### src/rtl/genius_pkg.sv
// rtl/genius_pkg.sv - shared types and helpers for the Genius round sequencer.
package genius_pkg;

  typedef enum logic [2:0] {
    IDLE,
    SHOW_FETCH,
    SHOW_ON,
    SHOW_OFF,
    IN_FETCH,
    IN_WAIT,
    IN_RELEASE
  } state_t;

  localparam logic FAIL_WRONG   = 1'b0;
  localparam logic FAIL_TIMEOUT = 1'b1;

  // Symbol 3 maps to no button, so it can never be matched.
  function automatic logic [2:0] sym_to_btn(input logic [1:0] sym);
    case (sym)
      2'd0:    sym_to_btn = 3'b001;
      2'd1:    sym_to_btn = 3'b010;
      2'd2:    sym_to_btn = 3'b100;
      default: sym_to_btn = 3'b000;
    endcase
  endfunction

endpackage

### src/rtl/press_detect.sv
// rtl/press_detect.sv - rising press detection and expected-symbol match.
module press_detect
  import genius_pkg::*;
(
  input  logic       clock,
  input  logic       reset,
  input  logic [2:0] btn,
  input  logic [1:0] expected,
  output logic       press_evt,
  output logic       onehot,
  output logic       match
);

  logic [2:0] prev_q, prev_d;

  always_comb begin
    prev_d = btn;
  end

  always_ff @(posedge clock) begin
    if (reset) prev_q <= 3'b000;
    else       prev_q <= prev_d;
  end

  // Only an all-released to something-pressed transition counts as a press.
  assign press_evt = (btn != 3'b000) && (prev_q == 3'b000);
  assign onehot    = (btn != 3'b000) && ((btn & (btn - 3'd1)) == 3'b000);
  assign match     = (btn == sym_to_btn(expected));

endmodule

### src/rtl/genius_round_ctrl.sv
// rtl/genius_round_ctrl.sv - per-round show/receive sequencer for the Genius game.
module genius_round_ctrl
  import genius_pkg::*;
#(
  parameter int unsigned ON_CYCLES      = 25_000_000,
  parameter int unsigned OFF_CYCLES     = 12_500_000,
  parameter int unsigned TIMEOUT_CYCLES = 100_000_000,
  parameter int unsigned SYM_LAT        = 1,
  parameter int unsigned CNT_W          = 27
) (
  input  logic       clock,
  input  logic       reset,
  input  logic       round_go,
  input  logic [3:0] round_len,
  input  logic [1:0] symbol,
  input  logic [2:0] btn,
  output logic [3:0] seq_index,
  output logic       show_valid,
  output logic [1:0] show_symbol,
  output logic       input_window,
  output logic       press_ok,
  output logic       round_pass,
  output logic       round_fail,
  output logic       fail_code,
  output logic       busy
);

  localparam logic [CNT_W-1:0] FETCH_LOAD = CNT_W'(SYM_LAT);
  localparam logic [CNT_W-1:0] ON_LOAD    = CNT_W'(ON_CYCLES - 1);
  localparam logic [CNT_W-1:0] OFF_LOAD   = CNT_W'(OFF_CYCLES - 1);
  localparam logic [CNT_W-1:0] TO_LOAD    = CNT_W'(TIMEOUT_CYCLES - 1);

  state_t           state_q, state_d;
  logic [CNT_W-1:0] cnt_q, cnt_d;
  logic [3:0]       len_q, len_d;
  logic [3:0]       idx_q, idx_d;
  logic [1:0]       exp_q, exp_d;
  logic [1:0]       show_sym_q, show_sym_d;
  logic             show_valid_q, show_valid_d;
  logic             window_q, window_d;
  logic             press_ok_q, press_ok_d;
  logic             pass_q, pass_d;
  logic             fail_q, fail_d;
  logic             fail_code_q, fail_code_d;
  logic             busy_q, busy_d;

  logic press_evt, onehot, match, cnt_done, last_idx;

  press_detect u_press_detect (
    .clock     (clock),
    .reset     (reset),
    .btn       (btn),
    .expected  (exp_q),
    .press_evt (press_evt),
    .onehot    (onehot),
    .match     (match)
  );

  assign cnt_done = (cnt_q == '0);
  assign last_idx = (idx_q == len_q);

  always_comb begin
    state_d      = state_q;
    cnt_d        = cnt_q;
    len_d        = len_q;
    idx_d        = idx_q;
    exp_d        = exp_q;
    show_sym_d   = show_sym_q;
    show_valid_d = show_valid_q;
    window_d     = window_q;
    fail_code_d  = fail_code_q;
    press_ok_d   = 1'b0;
    pass_d       = 1'b0;
    fail_d       = 1'b0;

    case (state_q)
      IDLE: begin
        if (round_go) begin
          len_d       = round_len;
          idx_d       = 4'd0;
          fail_code_d = FAIL_WRONG;
          cnt_d       = FETCH_LOAD;
          state_d     = SHOW_FETCH;
        end
      end
      SHOW_FETCH: begin
        if (cnt_done) begin
          show_sym_d   = symbol;
          show_valid_d = 1'b1;
          cnt_d        = ON_LOAD;
          state_d      = SHOW_ON;
        end else begin
          cnt_d = cnt_q - 1'b1;
        end
      end
      SHOW_ON: begin
        if (cnt_done) begin
          show_valid_d = 1'b0;
          cnt_d        = OFF_LOAD;
          state_d      = SHOW_OFF;
        end else begin
          cnt_d = cnt_q - 1'b1;
        end
      end
      SHOW_OFF: begin
        if (cnt_done) begin
          cnt_d = FETCH_LOAD;
          if (last_idx) begin
            idx_d   = 4'd0;
            state_d = IN_FETCH;
          end else begin
            idx_d   = idx_q + 4'd1;
            state_d = SHOW_FETCH;
          end
        end else begin
          cnt_d = cnt_q - 1'b1;
        end
      end
      IN_FETCH: begin
        if (cnt_done) begin
          exp_d    = symbol;
          window_d = 1'b1;
          cnt_d    = TO_LOAD;
          state_d  = IN_WAIT;
        end else begin
          cnt_d = cnt_q - 1'b1;
        end
      end
      IN_WAIT: begin
        // A press in the expiry cycle still decides the outcome.
        if (press_evt) begin
          window_d = 1'b0;
          if (onehot && match) begin
            press_ok_d = 1'b1;
            state_d    = IN_RELEASE;
          end else begin
            fail_d      = 1'b1;
            fail_code_d = FAIL_WRONG;
            state_d     = IDLE;
          end
        end else if (cnt_done) begin
          window_d    = 1'b0;
          fail_d      = 1'b1;
          fail_code_d = FAIL_TIMEOUT;
          state_d     = IDLE;
        end else begin
          cnt_d = cnt_q - 1'b1;
        end
      end
      IN_RELEASE: begin
        if (btn == 3'b000) begin
          if (last_idx) begin
            pass_d  = 1'b1;
            state_d = IDLE;
          end else begin
            idx_d   = idx_q + 4'd1;
            cnt_d   = FETCH_LOAD;
            state_d = IN_FETCH;
          end
        end
      end
      default: state_d = IDLE;
    endcase

    busy_d = (state_d != IDLE);
  end

  always_ff @(posedge clock) begin
    if (reset) begin
      state_q      <= IDLE;
      cnt_q        <= '0;
      len_q        <= 4'd0;
      idx_q        <= 4'd0;
      exp_q        <= 2'd0;
      show_sym_q   <= 2'd0;
      show_valid_q <= 1'b0;
      window_q     <= 1'b0;
      press_ok_q   <= 1'b0;
      pass_q       <= 1'b0;
      fail_q       <= 1'b0;
      fail_code_q  <= 1'b0;
      busy_q       <= 1'b0;
    end else begin
      state_q      <= state_d;
      cnt_q        <= cnt_d;
      len_q        <= len_d;
      idx_q        <= idx_d;
      exp_q        <= exp_d;
      show_sym_q   <= show_sym_d;
      show_valid_q <= show_valid_d;
      window_q     <= window_d;
      press_ok_q   <= press_ok_d;
      pass_q       <= pass_d;
      fail_q       <= fail_d;
      fail_code_q  <= fail_code_d;
      busy_q       <= busy_d;
    end
  end

  assign seq_index    = idx_q;
  assign show_valid   = show_valid_q;
  assign show_symbol  = show_sym_q;
  assign input_window = window_q;
  assign press_ok     = press_ok_q;
  assign round_pass   = pass_q;
  assign round_fail   = fail_q;
  assign fail_code    = fail_code_q;
  assign busy         = busy_q;

endmodule
### config.mk
export PLATFORM = sky130hd
export DESIGN_NAME = genius_round_ctrl
export DESIGN_NICKNAME = d
export VERILOG_FILES = /design/src/rtl/genius_pkg.sv /design/src/rtl/press_detect.sv /design/src/rtl/genius_round_ctrl.sv
export SDC_FILE = /design/constraint.sdc
export NUM_CORES = 1
export LEC_CHECK = 0
export ABC_AREA = 1
export CAP_MARGIN = 5
export CORE_MARGIN = 2
export CORE_UTILIZATION = 25
export CTS_CLUSTER_DIAMETER = 60
export DETAILED_ROUTE_END_ITERATION = 8
export MAX_ROUTING_LAYER = met4
export SLEW_MARGIN = 20
export SYNTH_ARGS = -nofsm -noshare
export SYNTH_HDL_FRONTEND = slang
export SYNTH_SLANG_ARGS = --single-unit
### constraint.sdc
create_clock -name clock -period 1.84 [get_ports clock]
set_clock_uncertainty 0.1 [all_clocks]
set_input_delay 0.46 -clock clock [delete_from_list [all_inputs] [get_ports clock]]
set_output_delay 0.46 -clock clock [all_outputs]
set_load 0.01 [all_outputs]
==> impl_metrics.csv <==
group,metric,value,unit
run_status,status,"finished with violations",
run_status,violations,"negative setup slack",
cells_and_area,diodes,0,
floorplan,die_y,118,um
global_route,antenna_found_initial,0,
synthesis,syn_area,3270,sq um
clock_network,cts_buffers,5,
min_path,hp-class,"reg2reg",
timing,slew_viol_final,0,
synthesis,synth_cells,504,
timing,timing.final.crit_share,105,%
placed_design,detailed_place_hpwl,8010,um
cells_and_area,layout.nets,651,
route,vias_per_cell,4.78,
timing,clock.fmax,515,MHz
route,vias,3865,
critical_path,crit_path_max_fanout,6,
synthesis,ys.flop_type,"dfxtp_1",
cells_and_area,nFillCells,1281,
placed_design,io_buffer_count,24,
timing,worstMarginPinSlew,0.529,ns
route,avgRoutedWirePerCell,14.5,um
timing,period_needed,1.94,ns
route,drt_pass1_iterations,5,
floorplan,start_util,25.8,%
cells_and_area,area_delta_synth_final,56.7,%
cells_and_area,seq_area,1050,sq um
synthesis,netlist_top_cells_area,"dfxtp_1, nand2_1, nor2_1",
clock_network,cts_tree,"built",
synthesis,ys_seq_area_share,31.8,%
floorplan,die_area,14000,sq um
synthesis,synth_top_area_cell,"dfxtp_1",
timing,setup_viol,30,
global_route,grt_max_degree,30,
cells_and_area,drive_gt1_share,37.2,%
clock_network,clock_latency,0.30,ns
synthesis,ys.warnings.count,0,
synthesis,mappedNetlistNets,519,
global_route,grt_pass1_wl,18400,um
timing,layout_setup_ws,-0.101,ns
critical_path,required,1.93,ns
critical_path,worst-setup-path-type,"reg2reg",
cells_and_area,final_cell_mix,"nand2_1, buf_4, nor2_1, dfxtp_1, a21oi_1",
timing,max_slew_margin,64.7,%
route,routed_wl,11700,um
synthesis,ys_async_sr_fraction,0,%
global_route,grt_use_total,16.7,%
synthesis,synth_edf_count,0,
synthesis,syn_avg_cell_area,6.49,sq um
clock_network,cts.sinks,52,
critical_path,crit_path_end_kind,"flip-flop",
timing,rsz0062_at_grt,"yes",
route,drc_errors,0,
floorplan,core-area,12700,sq um
clock_network,cts_root_buffer,"clkbuf_16",
route,final_antenna_net_count,0,
clock_network,htreeDepth,2,
synthesis,ys_seq_elements,52,
critical_path,cp.arrival,2.03,ns
timing,finalHoldViolCount,0,
synthesis,synth_cell_types,35,
cells_and_area,final_common_cell,"nand2_1",
clock_network,clk_pin_slew,0.08,ns
route,drt_first_iter_violations,206,
placed_design,finalWeightedCongestion,0.931,
global_route,grt_pass1_vias,3847,
cells_and_area,multi_input_area,2380,sq um
timing,hold_ws,0.361,ns
flow_run,drv_cap,0,
critical_path,start_kind,"flip-flop",
floorplan,fp.dieW,118,um
clock_network,clock_path_buffers,2,
synthesis,yosysTopAreaCellShare,31.8,%
floorplan,io_pins,25,
floorplan,rows,41,
global_route,grt_overflow,0,
-- metrics by stage --
stage | util (%) | instances | TNS (ns) | setup WS [ns] | instance area, sq um
after floorplan | - | 504 | 0 | 0.0638 | 3270
after global placement | 33.8 | 772 | -12.66 | -0.461 | 4280
after detailed placement | 33.8 | 772 | -14.29 | -0.506 | 4280
after CTS | 38.2 | 797 | -0.554 | -0.0625 | 4850
after global routing | 40.4 | 809 | -4.13 | -0.205 | 5120
final | 40.4 | 809 | -1.73 | -0.101 | 5120
-- cells in the mapped netlist, drive strengths merged, types with 4 or more instances --
cell type  count
buf            6
nor3          10
nand4          4
xnor2          9
inv           45
xor2          17
a21oi         42
dfxtp         52
nand3         37
nand2        142
o21ai         27
nor2          95
-- what timing repair did --
item	in CTS	in global routing
endpoints found under the setup margin	39	38
buffers inserted	16	12
endpoints found under the hold margin	0	0
hold buffers	0	0
pin swaps	37	21
gates cloned	2	0
resized for setup	80	63
-- critical path: stages, from the launching register on --
cell     delay (ns)
dfxtp_2        0.34
inv_2          0.07
ha_4           0.16
nand3_4        0.08
nor2_4         0.18
nand3_4        0.20
nand2_4        0.14
nand2_8        0.07
nand3_4        0.13
buf_6          0.16
inv_6          0.05
o21ai_2        0.10
nor2_1         0.04
-- final timing paths --
path	slack, ns	cells past startpoint	to	startpoint
setup / recovery	-0.10	12	cnt_q[0]$_SDFFE_PP0P_	cnt_q[1]$_SDFFE_PP0P_
hold / removal	0.36	2	show_valid$_SDFFE_PP0P_	show_valid$_SDFFE_PP0P_
setup reg to reg	-0.10	12	cnt_q[0]$_SDFFE_PP0P_	cnt_q[1]$_SDFFE_PP0P_
hold reg to reg	0.36	2	show_valid$_SDFFE_PP0P_	show_valid$_SDFFE_PP0P_
-- cell families after synthesis --
group	synth area share, %
buffers and inverters	7.27
DFF	31.8
and+or+nand+nor	41.5
AOI/OAI and AO/OA	11.3
adders and majority gates	1.15
xor gates and xnor gates	6.97
-- layer usage --
metal	track usage [%]	up-vias	routed length [um]	part of all wire [%]
li1	-	1886	-	-
met4	7.38	0	461	3.9
met2	28.0	156	5640	48
met5	-	-	0	0
met1	19.1	1780	4840	41
met3	3.57	43	811	6.9
-- layout make-up --
class                      instances  area share [%]
inverter                          45            3.49
clock inverter                     3            1.34
sequential                        52            20.6
clock buffer                       5            2.44
multi-input combinational        400            46.5
tap                              172            4.20
timing repair buffer             132            21.4
-- sequential cells by signal (all words and copies together) (netlist names) --
name and flops:
len_q 4, show_symbol 2, round_pass 1, fail_code 1
press_ok 1, state_q 3, show_valid 1, exp_q 2
cnt_q 27, round_fail 1, input_window 1, u_press_detect.prev_q 3
busy 1, seq_index 4
Power is left out: the tool's default activity adds up to more than one toggle a clock period on the data nets, which glitch-free logic cannot reach.
